==> src/rtl/vga_scanout_pkg.sv <==
// Shared VGA timing constants and the per-pixel control word that travels
// down the scanout delay line alongside the framebuffer read.
package vga_scanout_pkg;

  localparam int VGA_H_ACTIVE = 640;
  localparam int VGA_H_FP     = 16;
  localparam int VGA_H_SYNC   = 96;
  localparam int VGA_H_BP     = 48;
  localparam int VGA_V_ACTIVE = 480;
  localparam int VGA_V_FP     = 10;
  localparam int VGA_V_SYNC   = 2;
  localparam int VGA_V_BP     = 33;

  // Syncs are carried active-high so a cleared delay line reads as "no pulse".
  typedef struct packed {
    logic act;
    logic hs;
    logic vs;
    logic vb;
    logic first;
  } vga_tap_t;

endpackage

==> src/rtl/vga_scanout_if.sv <==
// Framebuffer read port plus video pins of the scanout block.
interface vga_scanout_if #(parameter int ADDR_W = 16);
  logic              pix_en;
  logic [ADDR_W-1:0] ram_addr;
  logic              ram_re;
  logic [7:0]        ram_data;
  logic [2:0]        vga_rgb;
  logic              vga_hsync;
  logic              vga_vsync;
  logic              vblank;
  logic              frame_start;

  modport master (
    input  pix_en, ram_data,
    output ram_addr, ram_re, vga_rgb, vga_hsync, vga_vsync, vblank, frame_start
  );

  modport slave (
    output pix_en, ram_data,
    input  ram_addr, ram_re, vga_rgb, vga_hsync, vga_vsync, vblank, frame_start
  );
endinterface

==> src/rtl/vga_timing_gen.sv <==
// Stage 0 of the scanout: raster counters and per-pixel decode.
module vga_timing_gen
  import vga_scanout_pkg::*;
#(
  parameter int H_ACTIVE = VGA_H_ACTIVE,
  parameter int H_FP     = VGA_H_FP,
  parameter int H_SYNC   = VGA_H_SYNC,
  parameter int H_BP     = VGA_H_BP,
  parameter int V_ACTIVE = VGA_V_ACTIVE,
  parameter int V_FP     = VGA_V_FP,
  parameter int V_SYNC   = VGA_V_SYNC,
  parameter int V_BP     = VGA_V_BP
) (
  input  logic        clk,
  input  logic        reset,
  input  logic        pix_en,
  output vga_tap_t    s0,
  output logic [14:0] s0_addr
);

  localparam logic [9:0] H_ACT  = 10'(H_ACTIVE);
  localparam logic [9:0] HS_BEG = 10'(H_ACTIVE + H_FP);
  localparam logic [9:0] HS_END = 10'(H_ACTIVE + H_FP + H_SYNC);
  localparam logic [9:0] H_LAST = 10'(H_ACTIVE + H_FP + H_SYNC + H_BP - 1);
  localparam logic [9:0] V_ACT  = 10'(V_ACTIVE);
  localparam logic [9:0] VS_BEG = 10'(V_ACTIVE + V_FP);
  localparam logic [9:0] VS_END = 10'(V_ACTIVE + V_FP + V_SYNC);
  localparam logic [9:0] V_LAST = 10'(V_ACTIVE + V_FP + V_SYNC + V_BP - 1);

  logic [9:0] h_cnt, v_cnt;

  always_ff @(posedge clk or posedge reset) begin
    if (reset) begin
      h_cnt <= '0;
      v_cnt <= '0;
    end else if (pix_en) begin
      if (h_cnt == H_LAST) begin
        h_cnt <= '0;
        v_cnt <= (v_cnt == V_LAST) ? '0 : v_cnt + 10'd1;
      end else begin
        h_cnt <= h_cnt + 10'd1;
      end
    end
  end

  always_comb begin
    s0.act   = (h_cnt < H_ACT) && (v_cnt < V_ACT);
    s0.hs    = (h_cnt >= HS_BEG) && (h_cnt < HS_END);
    s0.vs    = (v_cnt >= VS_BEG) && (v_cnt < VS_END);
    s0.vb    = (v_cnt >= V_ACT);
    s0.first = (h_cnt == '0) && (v_cnt == '0);
  end

  // 4x4 replication: one framebuffer byte per 4x4 block of screen pixels.
  assign s0_addr = {v_cnt[8:2], h_cnt[9:2]};

endmodule

==> src/rtl/vga_scanout.sv <==
// VGA framebuffer scanout: address generation, read-latency delay line and
// registered video pins.
module vga_scanout
  import vga_scanout_pkg::*;
#(
  parameter int ADDR_W   = 16,
  parameter int RD_LAT   = 1,
  parameter int H_ACTIVE = VGA_H_ACTIVE,
  parameter int H_FP     = VGA_H_FP,
  parameter int H_SYNC   = VGA_H_SYNC,
  parameter int H_BP     = VGA_H_BP,
  parameter int V_ACTIVE = VGA_V_ACTIVE,
  parameter int V_FP     = VGA_V_FP,
  parameter int V_SYNC   = VGA_V_SYNC,
  parameter int V_BP     = VGA_V_BP
) (
  input  logic          clk,
  input  logic          reset,
  vga_scanout_if.master bus
);

  vga_tap_t             s0;
  logic [14:0]          s0_addr;
  vga_tap_t [RD_LAT:0]  dly_pipe;
  vga_tap_t             tap;
  logic                 unused_data_hi;

  vga_timing_gen #(
    .H_ACTIVE(H_ACTIVE), .H_FP(H_FP), .H_SYNC(H_SYNC), .H_BP(H_BP),
    .V_ACTIVE(V_ACTIVE), .V_FP(V_FP), .V_SYNC(V_SYNC), .V_BP(V_BP)
  ) u_timing (
    .clk    (clk),
    .reset  (reset),
    .pix_en (bus.pix_en),
    .s0     (s0),
    .s0_addr(s0_addr)
  );

  // Entry 0 is written with ram_addr; the tap lines up with ram_data.
  assign tap = dly_pipe[RD_LAT];

  always_ff @(posedge clk or posedge reset) begin
    if (reset) begin
      bus.ram_addr  <= '0;
      dly_pipe      <= '0;
      bus.vga_rgb   <= '0;
      bus.vga_hsync <= 1'b1;
      bus.vga_vsync <= 1'b1;
      bus.vblank    <= 1'b0;
    end else if (bus.pix_en) begin
      bus.ram_addr  <= ADDR_W'(s0_addr);
      dly_pipe      <= {dly_pipe[RD_LAT-1:0], s0};
      bus.vga_rgb   <= tap.act ? bus.ram_data[2:0] : 3'd0;
      bus.vga_hsync <= ~tap.hs;
      bus.vga_vsync <= ~tap.vs;
      bus.vblank    <= tap.vb;
    end
  end

  assign bus.ram_re      = bus.pix_en;
  assign bus.frame_start = tap.first & bus.pix_en;
  assign unused_data_hi  = ^bus.ram_data[7:3];

endmodule
==> src/flat_wrapper.sv <==
// flat-port wrapper written by rule: the top's interface ports become plain ports
module vga_scanout_flat import vga_scanout_pkg::*;
#(
  parameter int ADDR_W   = 16,
  parameter int RD_LAT   = 1,
  parameter int H_ACTIVE = VGA_H_ACTIVE,
  parameter int H_FP     = VGA_H_FP,
  parameter int H_SYNC   = VGA_H_SYNC,
  parameter int H_BP     = VGA_H_BP,
  parameter int V_ACTIVE = VGA_V_ACTIVE,
  parameter int V_FP     = VGA_V_FP,
  parameter int V_SYNC   = VGA_V_SYNC,
  parameter int V_BP     = VGA_V_BP
)
  (clk, reset, bus_pix_en, bus_ram_data, bus_ram_addr, bus_ram_re, bus_vga_rgb, bus_vga_hsync, bus_vga_vsync, bus_vblank, bus_frame_start);
  vga_scanout_if #(.ADDR_W(ADDR_W)) bus_i ();
  input  logic clk;
  input  logic reset;
  input wire logic [$bits(bus_i.pix_en)-1:0] bus_pix_en;
  input wire logic [$bits(bus_i.ram_data)-1:0] bus_ram_data;
  output wire logic [$bits(bus_i.ram_addr)-1:0] bus_ram_addr;
  output wire logic [$bits(bus_i.ram_re)-1:0] bus_ram_re;
  output wire logic [$bits(bus_i.vga_rgb)-1:0] bus_vga_rgb;
  output wire logic [$bits(bus_i.vga_hsync)-1:0] bus_vga_hsync;
  output wire logic [$bits(bus_i.vga_vsync)-1:0] bus_vga_vsync;
  output wire logic [$bits(bus_i.vblank)-1:0] bus_vblank;
  output wire logic [$bits(bus_i.frame_start)-1:0] bus_frame_start;
  assign bus_i.pix_en = bus_pix_en;
  assign bus_i.ram_data = bus_ram_data;
  assign bus_ram_addr = bus_i.ram_addr;
  assign bus_ram_re = bus_i.ram_re;
  assign bus_vga_rgb = bus_i.vga_rgb;
  assign bus_vga_hsync = bus_i.vga_hsync;
  assign bus_vga_vsync = bus_i.vga_vsync;
  assign bus_vblank = bus_i.vblank;
  assign bus_frame_start = bus_i.frame_start;
  vga_scanout #(.ADDR_W(ADDR_W), .RD_LAT(RD_LAT), .H_ACTIVE(H_ACTIVE), .H_FP(H_FP), .H_SYNC(H_SYNC), .H_BP(H_BP), .V_ACTIVE(V_ACTIVE), .V_FP(V_FP), .V_SYNC(V_SYNC), .V_BP(V_BP)) u_core (.clk(clk), .reset(reset), .bus(bus_i));
endmodule
==> config.mk <==
export PLATFORM = sky130hd
export DESIGN_NAME = vga_scanout_flat
export DESIGN_NICKNAME = d
export VERILOG_FILES = /design/src/rtl/vga_scanout_pkg.sv /design/src/rtl/vga_scanout_if.sv /design/src/rtl/vga_timing_gen.sv /design/src/rtl/vga_scanout.sv /design/src/flat_wrapper.sv
export SDC_FILE = /design/constraint.sdc
export NUM_CORES = 1
export LEC_CHECK = 0
export CORE_MARGIN = 2
export CORE_UTILIZATION = 25
export DETAILED_ROUTE_END_ITERATION = 8
export PLACE_DENSITY = 0.49
export SYNTH_ARGS = -nofsm -noshare
export SYNTH_HDL_FRONTEND = slang
export SYNTH_HIERARCHICAL = 1
export SYNTH_SLANG_ARGS = --single-unit
export TNS_END_PERCENT = 10
==> constraint.sdc <==
create_clock -name clk -period 2.2 [get_ports clk]
set_input_delay 0.44 -clock clk [delete_from_list [all_inputs] [get_ports clk]]
set_output_delay 0.44 -clock clk [all_outputs]
set_load 0.05 [all_outputs]
==> flow_summary.toml, run 1 <==
[final_layout]
fillerInstances = 1049
nNetsFinal = 252
drive_gt1_frac = 0.198
seqCellArea_um2 = 1280
final_core_util = 0.291
fin_cells = 373
area_growth_pct = 14.7
multi_input_area_um2 = 1040
n_antenna_cell = 0

[global_route]
overflow = 0
grt_pass1_vias = 1588
grt_max_degree = 45
grt_usage = 0.0860
antenna_found_initial = 0
grt_pass1_wl_mm = 7.79

[hold_path]
holdPathEnd = "u_core/bus.vga_hsync$_DFFE_PP1P_"
hold_start = "u_core/dly_pipe[8]$_DFFE_PP0P_"
min_path_type = "reg2reg"
holdPathStages = 1

[routing]
drt-initial-drc-count = 76
drc = 0
num_vias = 1591
routedLengthMet1_mm = 2.20
ant_nets = 0
post_drt_wl_per_cell_um = 12.4
wl_met2_mm = 2.16
wl_met3_um = 197
routed_wirelength_mm = 4.61
maxUsedRoutingLayer = "met4"
vias_per_cell = 4.27
dr.pass1.iters = 5

[timing]
min_period_ns = 2.08
setup_violations = 0
finalCritPeriodShare = 0.943
maxSlewHeadroom = 0.665
maxSlewViolCount = 0
worstMarginPinSlew_ns = 0.500
rsz0062_at_grt = "no"
final.setup.tns_ns = 0
clock_skew_ns = 0.00953
timing.fmax_ghz = 0.482
finalHoldViolations = 0

[clock_tree]
postCtsSetupRepairBufs = 0
cts_hold_buf = 0
cts_num_sinks = 51
cts-buffers-inserted = 5
root_buffer = "clkbuf_8"
htree_levels = 2
insertion_delay_ns = 0.30
path_clk_slew_ns = 0.09
cts_tree = "yes"
clk_path_buf_depth = 2
cts_resized = 0

[floorplanning]
core_area_um2 = 10200
io_pins = 35
die_y_um = 106
std_cell_rows = 37
fp.dieW_um = 106
die_area_um2 = 11200
start_util = 0.254

[setup_path]
cp-start-kind = "flop"
reg2reg_depth = 5
rr_endpoint = "u_core/u_timing/v_cnt[9]$_DFFE_PP0P_"
critPathMaxFanout = 2
end_kind = "output port"
crit_family = "buffers and inverters"
slowest_stage = "clkdlybuf4s50_1"
max_stage_delay_ns = 0.79
r2r_start = "u_core/u_timing/h_cnt[0]$_DFFE_PP0P_"
cp.arrival_ns = 1.64
cp.required_ns = 1.76
reg2reg_slack_ns = 0.38
cp.depth = 1
worstPathCellList = "clkdlybuf4s50_1"
critical_path_class = "reg2out"
path_buf_inv = 1

[placed_design]
dp.cells = 365
gp_congestion = 0.786
dp_hpwl_mm = 3.15
io_buffers = 28

[outcome]
run_status = "finished clean"

[power]
p_leak_nw = 1.35
powerDensity_nw_per_um2 = 731
ir_drop_mv = 0.260
totalPowerFinal_mw = 2.17

[job]
drv_cap = 0

[yosys]
synthCells = 223
syn_area_per_cell_um2 = 11.6
ys_ff_latch = 51
synth_cell_types = 39
syn-cell-area_um2 = 2580
synthesis.nets = 239
ys_warn_count = 6
ys_seq_area_frac = 0.495
[worst reg2reg max path, cell delays in order, from the launching register on]
cell and delay, ns:
dfrtp_1 0.41, ha_1 0.24, and4_4 0.27, nand3_2 0.16
or4_1 0.53, a21oi_1 0.14
[layout by cell type, fill, tap and decap left out, types with 5 or more instances in the layout]
cell / count
xnor2_1: 5
nor2_1: 7
ha_1: 5
and3_1: 5
clkdlybuf4s50_1: 25
mux2_4: 21
o21ai_0: 12
mux2_2: 5
nand3_1: 17
nand2_1: 15
a21oi_1: 5
inv_1: 12
clkbuf_8: 5
dfrtp_1: 49
[how the worst max path moves through the flow]
stage	slack, ns	startpoint	endpoint
2_1_floorplan	0.60	u_core/u_timing/h_cnt[0]$_DFFE_PP0P_	u_core/u_timing/v_cnt[9]$_DFFE_PP0P_
3_3_place_gp	0.42	u_core/u_timing/h_cnt[0]$_DFFE_PP0P_	u_core/u_timing/v_cnt[9]$_DFFE_PP0P_
3_5_place_dp	0.39	u_core/u_timing/h_cnt[0]$_DFFE_PP0P_	u_core/u_timing/v_cnt[9]$_DFFE_PP0P_
4_1_cts	0.11	u_core/bus.vga_vsync$_DFFE_PP1P_	bus_vga_vsync
5_1_grt	0.08	u_core/bus.vga_vsync$_DFFE_PP1P_	bus_vga_vsync
6_report	0.12	u_core/bus.vga_vsync$_DFFE_PP1P_	bus_vga_vsync
[report_power, final]
group / switching, mW / internal (mW)
registers: 0.121 / 1.02
clock network: 0.322 / 0.222
logic: 0.276 / 0.201
total: 0.719 / 1.45
[per-stage QoR]
stage | area, um2 | setup slack (ns) | hold slack [ns]
after floorplan | 2580 | 0.600 | 0.392
after global placement | 2880 | 0.416 | 0.416
after detailed placement | 2880 | 0.394 | 0.430
after CTS | 2960 | 0.108 | 0.440
after global routing | 2960 | 0.0814 | 0.466
final | 2960 | 0.125 | 0.435
[cells by family (layout without fill, tap and decap cells)]
group / Yosys count / after routing / synth area share
other: 1 / 1 / 0.00145
XOR/XNOR: 8 / 8 / 0.0271
flip-flops: 51 / 51 / 0.495
multiplexers: 29 / 29 / 0.155
AO/OA/AOI/OAI: 19 / 19 / 0.0383
buffers and inverters: 38 / 52 / 0.101
adder cells (fa/ha/maj): 5 / 5 / 0.0242
AND/OR/NAND/NOR: 72 / 72 / 0.157
[area by class of cell]
| cell class | instances | area share |
|---|---|---|
| clock buffers | 5 | 0.0232 |
| well taps | 136 | 0.0574 |
| inverters | 12 | 0.0152 |
| repair buffers | 32 | 0.114 |
| clock inverters | 3 | 0.00675 |
| multi-input cells | 134 | 0.352 |
| flip-flops and latches | 51 | 0.431 |
[routing by layer]
metal | GRT usage | vias to the layer above
li1 | - | 773
met1 | 0.117 | 786
met2 | 0.134 | 27
met3 | 0.0254 | 5
met4 | 0.0226 | 0
met5 | 0 | -
[registers in the layout, summed over array words and instances (netlist names)]
name                   count
u_core/bus.vga_rgb         3
u_core/u_timing/v_cnt     10
u_core/bus.ram_addr       15
u_core/bus.vga_hsync       1
u_core/dly_pipe           10
u_core/bus.vblank          1
u_core/u_timing/h_cnt     10
u_core/bus.vga_vsync       1
[cell usage after synthesis]
| cell type | instances | area (um2) |
|---|---|---|
| nor2b_1 | 1 | 6.26 |
| nand2_1 | 15 | 56.3 |
| nand4_1 | 4 | 25.0 |
| dfrtp_1 | 49 | 1230 |
| or4b_1 | 2 | 20.0 |
| buf_4 | 18 | 135 |
| buf_6 | 2 | 22.5 |
| mux2_4 | 21 | 315 |
| a21oi_1 | 5 | 25.0 |
| o31ai_1 | 1 | 7.51 |
| and2b_1 | 1 | 7.51 |
| and4_4 | 1 | 11.3 |
| conb_1 | 1 | 3.75 |
| xor2_1 | 3 | 26.3 |
| dfstp_2 | 2 | 52.6 |
| mux2_2 | 5 | 56.3 |
| nand2b_1 | 3 | 18.8 |
| inv_1 | 12 | 45.0 |
| clkbuf_1 | 1 | 3.75 |
| nand3_1 | 17 | 85.1 |
| ha_1 | 5 | 62.6 |
| o21ai_0 | 12 | 60.1 |
| nor4b_1 | 1 | 8.76 |
| nor2_1 | 7 | 26.3 |
| or2_2 | 1 | 6.26 |
| nand3_2 | 1 | 10.0 |
| and4bb_4 | 1 | 16.3 |
| nor4_1 | 4 | 25.0 |
| or4_1 | 1 | 7.51 |
| or3_1 | 1 | 6.26 |
| and3_1 | 5 | 31.3 |
| mux2i_1 | 3 | 30.0 |
| and2_1 | 1 | 6.26 |
| xnor2_1 | 5 | 43.8 |
| buf_12 | 2 | 40.0 |
| and4_1 | 2 | 17.5 |
| buf_2 | 3 | 15.0 |
| nor3_1 | 3 | 15.0 |
| o22ai_1 | 1 | 6.26 |
(Power assumes the default switching activity.)
==> run 2, diff against run 1 <==
--- a/config.mk
+++ b/config.mk
@@ -6,9 +6,10 @@
 export NUM_CORES = 1
 export LEC_CHECK = 0
 export CORE_MARGIN = 2
-export CORE_UTILIZATION = 25
+export CORE_UTILIZATION = 45
 export DETAILED_ROUTE_END_ITERATION = 8
-export PLACE_DENSITY = 0.49
+export PLACE_DENSITY = 0.73
+export SLEW_MARGIN = 10
 export SYNTH_ARGS = -nofsm -noshare
 export SYNTH_HDL_FRONTEND = slang
 export SYNTH_HIERARCHICAL = 1
==> flow_summary.toml, run 2 (synthesis gave the netlist of run 1 again) <==
[timing]
final.setup.tns_ns = 0
maxSlewHeadroom = 0.664
worstMarginPinSlew_ns = 0.503
finalHoldWorstSlack_ns = 0.416
clock_skew_ns = 0.00506
timing.fmax_ghz = 0.484
setup_violations = 0
finalHoldViolations = 0
maxSlewViolCount = 0
finalCritPeriodShare = 0.939
fin_ws_ns = 0.135
min_period_ns = 2.06
rsz0062_at_grt = "no"

[routing]
drc = 0
dr.pass1.iters = 4
drt-initial-drc-count = 113
post_drt_wl_per_cell_um = 13.8
ant_nets = 0
vias_per_cell = 5.30
num_vias = 1639
routed_wirelength_mm = 4.28

[placed_design]
dp_hpwl_mm = 3.00
io_buffers = 28
place_area_um2 = 2790
gp_congestion = 0.834
dp_slack_ns = 0.353

[setup_path]
cp.required_ns = 1.76
cp.depth = 1
critPathMaxFanout = 2
cp-start-kind = "flop"
slowest_stage = "clkdlybuf4s50_1"
r2r_start = "u_core/u_timing/h_cnt[0]$_DFFE_PP0P_"
cp.arrival_ns = 1.62
end_kind = "output port"
reg2reg_depth = 5
path_buf_inv = 1
critical_path_class = "reg2out"
worstPathCellList = "clkdlybuf4s50_1"
reg2reg_slack_ns = 0.32
crit_family = "buffers and inverters"
max_stage_delay_ns = 0.80
crit_path_end = "bus_vga_hsync"
rr_endpoint = "u_core/u_timing/v_cnt[9]$_DFFE_PP0P_"
startpoint = "u_core/bus.vga_hsync$_DFFE_PP1P_"

[clock_tree]
path_clk_slew_ns = 0.08
cts_hold_buf = 0
cts-buffers-inserted = 5
clk_path_buf_depth = 2
cts_num_sinks = 51
cts_resized = 0
insertion_delay_ns = 0.29
postCtsSetupRepairBufs = 0
cts_tree = "yes"
root_buffer = "clkbuf_8"
htree_levels = 2

[global_route]
antenna_found_initial = 0
grt_pass1_vias = 1528
grt_usage = 0.151
grt_pass1_wl_mm = 7.47
grt_max_degree = 32
overflow = 0

[floorplanning]
std_cell_rows = 27
start_util = 0.466
fp.dieW_um = 79.8
io_pins = 35
core_area_um2 = 5540
die_area_um2 = 6360
die_y_um = 79.8

[hold_path]
min_path_type = "reg2reg"

[power]
powerDensity_nw_per_um2 = 772
p_leak_nw = 1.36
totalPowerFinal_mw = 2.24
ir_drop_mv = 0.360

[final_layout]
fin_area_um2 = 2900
area_growth_pct = 12.1
layout_commonest_cell = "dfrtp_1"
final_cell_mix = "dfrtp_1, clkdlybuf4s50_1, mux2_4"
nNetsFinal = 253
largest-register = "u_core/bus.ram_addr"
largest_register_ffs = 15
drive_gt1_frac = 0.198
n_antenna_cell = 0

[job]
drv_cap = 0

[outcome]
run_status = "finished clean"
-- run 2: power breakdown --
part           internal, mW  total, mW  switching, mW
Clock                 0.332      0.618          0.286
Sequential             1.02       1.14          0.118
Combinational         0.200      0.476          0.276
Total                  1.56       2.24          0.679
-- run 2: cell type report --
type	instances	area (um2)
repair buffers	33	333
well taps	72	90.1
flip-flops and latches	51	1280
inverters	12	45.0
clock buffers	5	68.8
clock inverters	2	37.5
multi-input cells	134	1040
fillers	472	2640
-- run 2: stage by stage --
stage	std cells	util
2_1_floorplan	223	-
3_3_place_gp	302	0.504
3_5_place_dp	302	0.504
4_1_cts	309	0.523
5_1_grt	309	0.523
6_report	309	0.523
-- run 2: metal layers --
layer / wire length [um] / vias up / GRT usage
met5: 0 / - / 0
met2: 2030 / 40 / 0.238
met3: 158 / 7 / 0.0305
met4: 87 / 0 / 0.0576
met1: 2000 / 813 / 0.207
li1: - / 779 / -
-- run 2: how the worst min path moves through the flow --
stage                              startpoint                                to  slack [ns]  cells after the start
4_1_cts        u_core/dly_pipe[7]$_DFFE_PP0P_  u_core/bus.vga_vsync$_DFFE_PP1P_        0.42                      1
3_5_place_dp   u_core/dly_pipe[7]$_DFFE_PP0P_  u_core/bus.vga_vsync$_DFFE_PP1P_        0.41                      1
2_1_floorplan  u_core/dly_pipe[8]$_DFFE_PP0P_  u_core/bus.vga_hsync$_DFFE_PP1P_        0.39                      1
5_1_grt        u_core/dly_pipe[7]$_DFFE_PP0P_  u_core/bus.vga_vsync$_DFFE_PP1P_        0.45                      1
6_report       u_core/dly_pipe[7]$_DFFE_PP0P_  u_core/bus.vga_vsync$_DFFE_PP1P_        0.42                      1
3_3_place_gp   u_core/dly_pipe[7]$_DFFE_PP0P_  u_core/bus.vga_vsync$_DFFE_PP1P_        0.41                      1
==> run 3, diff against run 2 <==
--- a/config.mk
+++ b/config.mk
@@ -8,6 +8,7 @@
 export CORE_MARGIN = 2
 export CORE_UTILIZATION = 45
 export DETAILED_ROUTE_END_ITERATION = 8
+export GPL_TIMING_DRIVEN = 0
 export PLACE_DENSITY = 0.73
 export SLEW_MARGIN = 10
 export SYNTH_ARGS = -nofsm -noshare
==> flow_summary.toml, run 3 (synthesis gave the netlist of run 1 again) <==
[outcome]
run_status = "finished clean"

[routing]
maxUsedRoutingLayer = "met4"
dr.pass1.iters = 4
routedLengthMet1_mm = 2.13
wl_met3_um = 131
post_drt_wl_per_cell_um = 13.6
ant_nets = 0
drt-initial-drc-count = 87
vias_per_cell = 5.12
routed_wirelength_mm = 4.50
drc = 0
num_vias = 1691
wl_met2_mm = 2.16

[placed_design]
dp_slack_ns = 0.104
dp_hpwl_mm = 3.21
gp_congestion = 0.859
io_buffers = 27

[power]
p_leak_nw = 1.46
powerDensity_nw_per_um2 = 767
ir_drop_mv = 0.388
totalPowerFinal_mw = 2.34

[job]
drv_cap = 0

[clock_tree]
path_clk_slew_ns = 0.09
cts_num_sinks = 51
insertion_delay_ns = 0.30
cts-buffers-inserted = 5
clk_path_buf_depth = 2
cts_resized = 0
cts_hold_buf = 0
postCtsSetupRepairBufs = 0
root_buffer = "clkbuf_8"
cts_tree = "yes"
htree_levels = 2

[floorplanning]
start_util = 0.466
fp.dieW_um = 79.8
die_area_um2 = 6360
std_cell_rows = 27
die_y_um = 79.8
core_area_um2 = 5540
io_pins = 35

[final_layout]
area_growth_pct = 18.2
final_cell_mix = "dfrtp_1, clkdlybuf4s50_1, mux2_4"
nNetsFinal = 273
drive_gt1_frac = 0.252
fillerInstances = 478
largest-register = "u_core/bus.ram_addr"
n_antenna_cell = 0
final_core_util = 0.551
largest_register_ffs = 15
layout_commonest_cell = "dfrtp_1"

[timing]
maxSlewViolCount = 0
finalCritPeriodShare = 0.949
finalHoldViolations = 0
final.setup.tns_ns = 0
clock_skew_ns = 0.0111
maxSlewHeadroom = 0.481
worstMarginPinSlew_ns = 0.777
timing.fmax_ghz = 0.479
rsz0062_at_grt = "no"
min_period_ns = 2.09
setup_violations = 0
fin_ws_ns = 0.113

[setup_path]
critical_path_class = "in2out"
critPathMaxFanout = 10
end_kind = "output port"
cp.required_ns = 1.76
cp-start-kind = "input port"
cp.arrival_ns = 1.65
reg2reg_depth = 5

[hold_path]
holdPathStages = 1
min_path_type = "reg2reg"

[global_route]
grt_max_degree = 32
grt_pass1_vias = 1589
antenna_found_initial = 0
grt_usage = 0.154
overflow = 0
grt_pass1_wl_mm = 7.61
==> run 3: area by class of cell <==
cell class,count,area [um2],area share
buffer,26,216,0.0709
clock buffer,6,72.6,0.0238
clock inverter,2,37.5,0.0123
inverter,12,45.0,0.0147
multi-input combinational,134,1040,0.342
sequential,51,1280,0.419
tap,72,90.1,0.0295
timing repair buffer,27,270,0.0885
==> run 3: stage by stage <==
stage | cell area (um2) | hold slack, ns | instances
after floorplan | 2580 | 0.392 | 223
after global placement | 2940 | 0.412 | 322
after detailed placement | 2940 | 0.412 | 322
after CTS | 3050 | 0.432 | 330
after global routing | 3050 | 0.452 | 330
final | 3050 | 0.431 | 330
==> run 3: critical path, stage by stage <==
cell	delay (ns)
buf_6	0.13
buf_6	0.15
and2_1	0.12
clkdlybuf4s50_1	0.79
==> run 3: worst paths after layout <==
path / start / end / slack, ns
worst min register to register: u_core/dly_pipe[7]$_DFFE_PP0P_ / u_core/bus.vga_vsync$_DFFE_PP1P_ / 0.43
min in group asynchronous: reset / u_core/dly_pipe[1]$_DFFE_PP0P_ / 0.56
worst max-delay path: bus_pix_en / bus_frame_start / 0.11
worst max register to register: u_core/u_timing/h_cnt[0]$_DFFE_PP0P_ / u_core/u_timing/v_cnt[9]$_DFFE_PP0P_ / 0.43
max in group asynchronous: reset / u_core/u_timing/v_cnt[1]$_DFFE_PP0P_ / 1.08
worst min-delay path: u_core/dly_pipe[7]$_DFFE_PP0P_ / u_core/bus.vga_vsync$_DFFE_PP1P_ / 0.43
==> run 3: where the power goes <==
group | internal, mW | switching [mW] | total (mW)
logic | 0.264 | 0.327 | 0.591
clock network | 0.340 | 0.305 | 0.644
registers | 1.02 | 0.0832 | 1.11
total | 1.63 | 0.715 | 2.34
==> run 3: layer usage <==
| layer | track usage | vias up |
|---|---|---|
| li1 | - | 823 |
| met1 | 0.206 | 832 |
| met2 | 0.248 | 28 |
| met3 | 0.0271 | 8 |
| met4 | 0.0610 | 0 |
| met5 | 0 | - |
